[config.mk]
export PLATFORM = sky130hd
export DESIGN_NAME = pipe_reg_hs
export DESIGN_NICKNAME = d
export VERILOG_FILES = /design/src/rtl/pipe_reg_pkg.sv /design/src/rtl/pipe_stage.sv /design/src/rtl/pipe_reg_hs.sv
export SDC_FILE = /design/constraint.sdc
export NUM_CORES = 1
export LEC_CHECK = 0
export ABC_AREA = 1
export CAP_MARGIN = 20
export CORE_ASPECT_RATIO = 0.8
export CORE_MARGIN = 3
export CORE_UTILIZATION = 55
export CTS_CLUSTER_SIZE = 28
export DETAILED_ROUTE_END_ITERATION = 6
export PLACE_DENSITY = 0.87
export SLEW_MARGIN = 10
export SYNTH_ARGS = -nofsm -noshare
export SYNTH_HDL_FRONTEND = slang
export SYNTH_SLANG_ARGS = --single-unit
[constraint.sdc]
create_clock -name clk -period 1.95 [get_ports clk]
set_clock_uncertainty 0.1 [all_clocks]
set_input_delay 0.39 -clock clk [delete_from_list [all_inputs] [get_ports clk]]
set_output_delay 0.39 -clock clk [all_outputs]
set_load 0.03 [all_outputs]
[src/rtl/pipe_reg_pkg.sv]
// Shared defaults and helpers for the handshaked register pipeline.
package pipe_reg_pkg;

  localparam int DEF_WIDTH = 8;
  localparam int DEF_DEPTH = 4;

  // Bits needed to count 0..depth valid stages.
  function automatic int occ_width(input int depth);
    return $clog2(depth + 1);
  endfunction

endpackage

[src/rtl/pipe_stage.sv]
// One pipeline stage: a valid bit plus a data register with load, hold and clear.
module pipe_stage
  import pipe_reg_pkg::*;
#(
  parameter int WIDTH = DEF_WIDTH
) (
  input  logic             clk,
  input  logic             reset,
  input  logic             clear,
  input  logic             load,
  input  logic             in_valid,
  input  logic [WIDTH-1:0] in_data,
  output logic             valid,
  output logic [WIDTH-1:0] data
);

  // Data only captures when a real item arrives, so bubbles never disturb it.
  always_ff @(posedge clk) begin
    if (reset) begin
      valid <= 1'b0;
      data  <= '0;
    end else if (clear) begin
      valid <= 1'b0;
    end else if (load) begin
      valid <= in_valid;
      if (in_valid) begin
        data <= in_data;
      end
    end
  end

endmodule

[src/rtl/pipe_reg_hs.sv]
// Elastic register pipeline with valid/ready handshake and bubble collapsing.
// Define PIPE_REG_OCC_EN to add the occ occupancy counter port.
module pipe_reg_hs
  import pipe_reg_pkg::*;
#(
  parameter int WIDTH = DEF_WIDTH,
  parameter int DEPTH = DEF_DEPTH
) (
  input  logic             clk,
  input  logic             reset,
  input  logic             en,
  input  logic             flush,
  input  logic             in_valid,
  input  logic [WIDTH-1:0] in_data,
  output logic             in_ready,
  output logic             out_valid,
  output logic [WIDTH-1:0] out_data,
  input  logic             out_ready
`ifdef PIPE_REG_OCC_EN
  ,
  output logic [occ_width(DEPTH)-1:0] occ
`endif
);

  logic [DEPTH:0]   v_chain;
  logic [WIDTH-1:0] d_chain [DEPTH+1];
  logic [DEPTH-1:0] rdy;
  logic             adv;

  assign v_chain[0] = in_valid;
  assign d_chain[0] = in_data;
  assign adv        = en & ~flush;

  // A stage can take new contents if it is empty or its own contents move on.
  always_comb begin
    rdy = '0;
    rdy[DEPTH-1] = ~v_chain[DEPTH] | out_ready;
    for (int i = DEPTH - 2; i >= 0; i--) begin
      rdy[i] = ~v_chain[i+1] | rdy[i+1];
    end
  end

  for (genvar g = 0; g < DEPTH; g++) begin : g_stage
    pipe_stage #(
      .WIDTH(WIDTH)
    ) u_stage (
      .clk     (clk),
      .reset   (reset),
      .clear   (flush),
      .load    (adv & rdy[g]),
      .in_valid(v_chain[g]),
      .in_data (d_chain[g]),
      .valid   (v_chain[g+1]),
      .data    (d_chain[g+1])
    );
  end

  assign in_ready  = adv & rdy[0];
  assign out_valid = en & v_chain[DEPTH];
  assign out_data  = d_chain[DEPTH];

`ifdef PIPE_REG_OCC_EN
  localparam int OCC_W = occ_width(DEPTH);

  logic in_xfer;
  logic out_xfer;

  assign in_xfer  = in_valid & in_ready;
  assign out_xfer = out_valid & out_ready;

  // Simultaneous in and out transfers leave the count unchanged.
  always_ff @(posedge clk) begin
    if (reset || flush) begin
      occ <= '0;
    end else if (in_xfer && !out_xfer) begin
      occ <= occ + OCC_W'(1);
    end else if (!in_xfer && out_xfer) begin
      occ <= occ - OCC_W'(1);
    end
  end
`endif

endmodule

==> results of run 1 <==
-- logic make-up (layout without fill, tap and decap cells) --
kind of cell           count (synthesis)  in the layout
flip-flops                            36             36
AO/OA/AOI/OAI                         44             44
AND/OR/NAND/NOR                       75             75
buffers and inverters                 40             64
-- per-layer routing --
layer  vias to the layer above  global-route usage  wire length (um)
li1                        674                   -                 -
met1                       622               0.218              1400
met2                        26               0.376              1520
met3                         6              0.0689               120
met4                         0              0.0897                39
met5                         -                   0                 0
-- power groups by stage --
| stage | combinational [uW] | clock, uW | sequential [uW] |
|---|---|---|---|
| 6_report | 146 | 363 | 762 |
| 5_1_grt | 162 | 399 | 763 |
| 4_1_cts | 143 | 364 | 762 |
| 3_5_place_dp | 144 | 0 | 779 |
| 3_3_place_gp | 137 | 0 | 777 |
| 2_1_floorplan | 93.8 | 0 | 776 |
-- stage by stage --
stage	setup WS (ns)	cells	TNS, ns	hold WS [ns]
after floorplan	0.515	195	0	0.324
after global placement	0.0182	248	0	0.332
after detailed placement	-0.0235	248	-0.105	0.340
after CTS	0.0148	255	0	0.356
after global routing	0.00411	255	0	0.375
final	0.0505	255	0	0.354
-- synth_stat cells (all sizes together) --
library cell	count	area (um^2)
a21oi	28	170
clkbuf	3	11.3
nor2	26	121
o21ai	16	80.1
buf	14	103
inv	23	86.3
nand3	13	92.6
or2	1	6.26
nand4	9	62.6
nand2	26	108
dfxtp	36	721
-- layout make-up --
type                    count  area, um^2  area share
flip-flops and latches     36         721       0.389
multi-input cells         119         643       0.347
repair buffers             34         310       0.168
inverters                  23        86.3      0.0466
well taps                  36        45.0      0.0243
clock buffers               6        41.3      0.0223
clock inverters             1        5.00     0.00270
-- timing repair --
action,4_1_cts,5_1_grt
setup endpoints to repair,1,1
pin swaps,0,0
resized for setup,1,2
setup buffers,0,0
-- registers in the layout, indices dropped and copies added (netlist names) --
| name | count |
|---|---|
| g_stage.u_stage.data | 32 |
| g_stage.u_stage.valid | 4 |
-- worst max-delay path by stage --
stage / start / to / depth (start not counted)
floorplan: out_ready / in_ready / 5
global placement: flush / in_ready / 5
finish: en / in_ready / 6
global route: en / in_ready / 6
CTS: en / in_ready / 6
detailed placement: flush / g_stage[3].u_stage.data[6] / 6
-- tightest hold or removal path, stage by stage, from the launching register on --
cell,delay [ns]
dfxtp_1,0.32
inv_1,0.04
a21oi_1,0.05
==> flow_metrics.py, run 1 <==
metrics = {
    "run_status": {
        "status": "finished, final reports clean",
    },
    "setup_path": {
        "worst_path_buffer_plus_inverter_count": 3,
        "timing.critical_path.required_ns": 1.46,
        "worst_path_max_fanout": 5,
        "cp-end-kind": "output pin",
        "worstPathCellList": "clkdlybuf4s50_1, inv_2, nor2_8, nand2_2, nand3_4, buf_6",
        "r2r-start": "g_stage[2].u_stage.valid",
        "critical_path.slowest_cell": "clkdlybuf4s50_1",
        "ff2ff_setup_slack_ns": 0.56,
        "critical_path.reg2reg.endpoint": "g_stage[1].u_stage.data[4]",
        "path_class": "in -> out",
        "category_of_cells_accounting_for_the_largest_share_of_critical_path_delay": "buffers and inverters",
        "start_kind": "input pin",
        "timing.critical_path.slowest_cell_delay_ns": 0.49,
        "r2r_cells": 4,
        "worst_ep_arrival_time_ns": 1.41,
    },
    "synth": {
        "ys_seq_elements": 36,
        "synth_xor_area_frac": 0,
        "synth_mux_area_frac": 0,
        "synth_fa_ha_area_frac": 0,
        "synth_top_family_by_area": "simple AND/OR/NAND/NOR gates",
        "syn_area_per_cell_um2": 8.01,
        "syn_area_mm2": 0.00156,
        "synth_area_in_simple_gates": 0.250,
        "ys_seq_area_frac": 0.462,
        "synth.distinct_cells": 22,
        "synthesis.yosys.warnings": 0,
        "synth_cells": 195,
        "synth-compound-area-share": 0.160,
        "syn-num-nets": 209,
    },
    "global_route": {
        "pin_count_of_the_biggest_net_entering_global_routing": 18,
        "groute.usage.overall": 0.205,
        "grt_pass1_vias": 1317,
        "gr-total-overflow": 0,
        "initial_antenna_violation_count": 0,
        "grt_first_pass_wirelength_um": 5400,
    },
    "worst_hold_path": {
        "timing.hold.worst_path_depth": 2,
        "min_from": "g_stage[3].u_stage.data[7]",
        "min_delay_worst_endpoint": "g_stage[3].u_stage.data[7]",
        "holdCritPathClass": "reg -> reg",
    },
    "cts": {
        "cts_buffer_depth": 2,
        "worst_skew_pair.late_latency_ns": 0.33,
        "clockRootBuffer": "clkbuf_4",
        "cts_tree": "yes",
        "clkSlewWorstSetupHoldPaths_ns": 0.10,
        "postCtsHoldBufs": 0,
        "htree_num_levels": 2,
        "num_cts_buffers": 5,
        "cts.sinks": 36,
    },
    "timing": {
        "timing_worst_slew_pin_value_ns": 0.379,
        "final_hold_viols": 0,
        "maxSlewHeadroom": 0.747,
        "final.period_utilization": 0.974,
        "grt_setup_unrepaired": "false",
        "report.final.setup_viol": 0,
        "max_fclk_ghz": 0.526,
        "report.final.slew_viol_count": 0,
        "layout_min_cycle_time_ns": 1.90,
    },
    "cells_and_area": {
        "design.final.nets": 233,
        "area_delta_synth_final_pct": 18.6,
        "layout_common_cells": "dfxtp_1 (36), nor2_1 (24), nand2_1 (23), inv_1 (21)",
        "antenna_diode_count": 0,
        "nFillCells": 208,
        "layout.cells.most_common": "dfxtp_1",
        "finalCoreUtilization": 0.717,
        "postLayoutCellArea_mm2": 0.00185,
        "layout_cell_share_with_drive_strength_beyond_1": 0.183,
    },
    "job": {
        "drv.max_cap_violation_count": 0,
    },
    "drt": {
        "routed_via_density": 5.21,
        "drt-pass1-iter-count": 4,
        "dr_total_vias": 1328,
        "drt_iter0_markers": 51,
        "wl_um": 3080,
        "drt_drc_violations_left": 0,
        "final_antenna_net_count": 0,
        "route.detailed.wl_per_inst_um": 12.1,
    },
    "placement": {
        "last_weighted_congestion_value_of_the_routability_driven_placer": 0.779,
        "port_buffers": 23,
        "detailed_place_hpwl_um": 2300,
        "place_area_mm2": 0.00180,
    },
    "power_and_ir_drop": {
        "netSwitchingFraction": 0.252,
        "power-per-cell-area_mw_per_mm2": 687,
        "total_switching_power_uw": 321,
        "internal_power_consumption_uw": 951,
        "share_comb_of_total_power": 0.115,
        "clock_power_share": 0.286,
        "vdd_drop_max_mv": 0.539,
        "report.power.total_uw": 1270,
        "power.leakage_uw": 0.000765,
        "p_seq_frac": 0.599,
    },
    "die": {
        "dieHeight_um": 53.7,
        "pin_count": 24,
        "placement_rows": 16,
        "floorplan.core_area_mm2": 0.00258,
        "die_width_um": 65.6,
        "initial_core_util": 0.605,
        "die_area_mm2": 0.00352,
    },
}
Power figures use the tool's default switching activity.
==> inputs of run 2 (changes only) <==
--- a/config.mk
+++ b/config.mk
@@ -9,10 +9,10 @@
 export CAP_MARGIN = 20
 export CORE_ASPECT_RATIO = 0.8
 export CORE_MARGIN = 3
-export CORE_UTILIZATION = 55
+export CORE_UTILIZATION = 30
 export CTS_CLUSTER_SIZE = 28
 export DETAILED_ROUTE_END_ITERATION = 6
-export PLACE_DENSITY = 0.87
+export PLACE_DENSITY = 0.56
 export SLEW_MARGIN = 10
 export SYNTH_ARGS = -nofsm -noshare
 export SYNTH_HDL_FRONTEND = slang
==> flow_metrics.py, run 2 (synthesized netlist as in run 1, its figures left out) <==
metrics = {
    "global_route": {
        "gr-total-overflow": 0,
        "grt_first_pass_wirelength_um": 5200,
        "pin_count_of_the_biggest_net_entering_global_routing": 18,
        "groute.usage.overall": 0.107,
        "grt_pass1_vias": 1195,
        "initial_antenna_violation_count": 0,
    },
    "setup_path": {
        "ff2ff_setup_slack_ns": 0.46,
        "cp-startpoint": "out_ready",
        "timing.critical_path.required_ns": 1.46,
        "critical_path.reg2reg.endpoint": "g_stage[0].u_stage.data[0]",
        "r2r-start": "g_stage[3].u_stage.valid",
        "cp-end-kind": "output pin",
        "worst_path_max_fanout": 4,
        "worst_ep_arrival_time_ns": 1.34,
        "start_kind": "input pin",
        "r2r_cells": 7,
        "path_class": "in -> out",
        "endpoint": "in_ready",
    },
    "cells_and_area": {
        "biggestRegsByFlops": "g_stage.u_stage.data x32, g_stage.u_stage.valid x4",
        "regMostFlops": "g_stage.u_stage.data",
        "largest_register_ffs": 32,
        "post_layout_cell_count": 283,
        "nFillCells": 523,
        "layout_common_cells": "dfxtp_1 (36), nor2_1 (24), nand2_1 (23), inv_1 (21), a21oi_1 (20)",
        "layout_cell_share_with_drive_strength_beyond_1": 0.202,
        "postLayoutCellArea_mm2": 0.00196,
        "layout.cells.most_common": "dfxtp_1",
        "design.final.nets": 236,
        "area_delta_synth_final_pct": 25.4,
        "antenna_diode_count": 0,
    },
    "drt": {
        "wl_um": 2940,
        "route.detailed.wl_per_inst_um": 10.4,
        "drt-pass1-iter-count": 4,
        "drt_drc_violations_left": 0,
        "dr_total_vias": 1269,
        "final_antenna_net_count": 0,
        "routed_via_density": 4.48,
        "drt_iter0_markers": 56,
    },
    "cts": {
        "worst_skew_pair.late_latency_ns": 0.29,
        "clockRootBuffer": "clkbuf_8",
        "htree_num_levels": 2,
        "clkSlewWorstSetupHoldPaths_ns": 0.07,
        "cts_buffer_depth": 2,
        "num_cts_buffers": 5,
        "cts.sinks": 36,
        "cts_tree": "yes",
        "postCtsHoldBufs": 0,
    },
    "placement": {
        "detailed_place_hpwl_um": 2170,
        "placedCellCount": 270,
        "placement.setup.worst_slack_ns": -0.0660,
        "last_weighted_congestion_value_of_the_routability_driven_placer": 0.668,
        "port_buffers": 23,
        "place_area_mm2": 0.00182,
    },
    "timing": {
        "setup_ws_ns": 0.121,
        "final_hold_viols": 0,
        "timing_worst_slew_pin_value_ns": 0.397,
        "setup_total_negative_slack_ns": 0,
        "grt_setup_unrepaired": "false",
        "maxSlewHeadroom": 0.735,
        "final.period_utilization": 0.938,
        "max_fclk_ghz": 0.547,
        "hold-worst-slack_ns": 0.347,
        "report.final.slew_viol_count": 0,
        "report.final.setup_viol": 0,
        "layout_min_cycle_time_ns": 1.83,
    },
    "power_and_ir_drop": {
        "power.leakage_uw": 0.000815,
        "vdd_drop_max_mv": 0.383,
        "power-per-cell-area_mw_per_mm2": 740,
    },
    "die": {
        "placement_rows": 22,
        "dieHeight_um": 70.5,
        "floorplan.core_area_mm2": 0.00479,
        "die_width_um": 86.7,
        "die_area_mm2": 0.00611,
        "initial_core_util": 0.326,
        "pin_count": 24,
    },
    "job": {
        "drv.max_cap_violation_count": 0,
    },
    "run_status": {
        "status": "finished, final reports clean",
    },
    "worst_hold_path": {
        "holdCritPathClass": "reg -> reg",
    },
}
==> run 2: routing by layer <==
metal	vias up	track usage	part of all wire
met2	14	0.153	0.44
li1	676	-	-
met3	8	0.0373	0.041
met1	571	0.145	0.50
met4	0	0.0519	0.019
met5	-	0	0
==> run 2: worst min path at each step <==
| stage | startpoint | endpoint | slack, ns | cells after the start |
|---|---|---|---|---|
| floorplan | g_stage[3].u_stage.data[0] | g_stage[3].u_stage.data[0] | 0.32 | 2 |
| global placement | g_stage[3].u_stage.data[6] | g_stage[3].u_stage.data[6] | 0.34 | 2 |
| detailed placement | g_stage[3].u_stage.data[4] | g_stage[3].u_stage.data[4] | 0.34 | 2 |
| CTS | g_stage[3].u_stage.data[0] | g_stage[3].u_stage.data[0] | 0.36 | 2 |
| global route | g_stage[3].u_stage.data[6] | g_stage[3].u_stage.data[6] | 0.38 | 2 |
| finish | g_stage[3].u_stage.data[0] | g_stage[3].u_stage.data[0] | 0.35 | 2 |
==> run 2: what timing repair did <==
action,in CTS,in global routing
endpoints found under the setup margin,1,1
cloned,0,0
gates resized for setup,2,3
setup buffers,1,4
pin swaps,1,2
endpoints found under the hold margin,0,0
==> run 2: layout make-up <==
class                           instances  area, um^2  area share
Clock buffer                            6        82.6      0.0422
Clock inverter                          2        10.0     0.00511
Inverter                               23        86.3      0.0441
Multi-Input combinational cell        119         648       0.331
Sequential cell                        36         721       0.368
Tap cell                               60        75.1      0.0383
Timing Repair Buffer                   37         335       0.171
==> run 2: through the flow <==
| step | utilization | total power (uW) |
|---|---|---|
| floorplan | - | 870 |
| global placement | 0.379 | 915 |
| detailed placement | 0.379 | 917 |
| CTS | 0.400 | 1470 |
| global route | 0.409 | 1530 |
| finish | 0.409 | 1450 |
==> run 2: power breakdown <==
part | leakage, uW | total, uW | switching (uW) | internal (uW)
combinational | 0.000472 | 148 | 76.6 | 71.3
sequential | 0.000292 | 761 | 10.4 | 751
clock | 0.0000510 | 541 | 259 | 282
total | 0.000815 | 1450 | 346 | 1100
==> run 2: worst max-delay path, stage by stage <==
cell and delay (ns):
clkdlybuf4s50_1 0.40, inv_1 0.11, nand3_2 0.10, nand2_4 0.11, nand3_4 0.09, buf_6 0.14
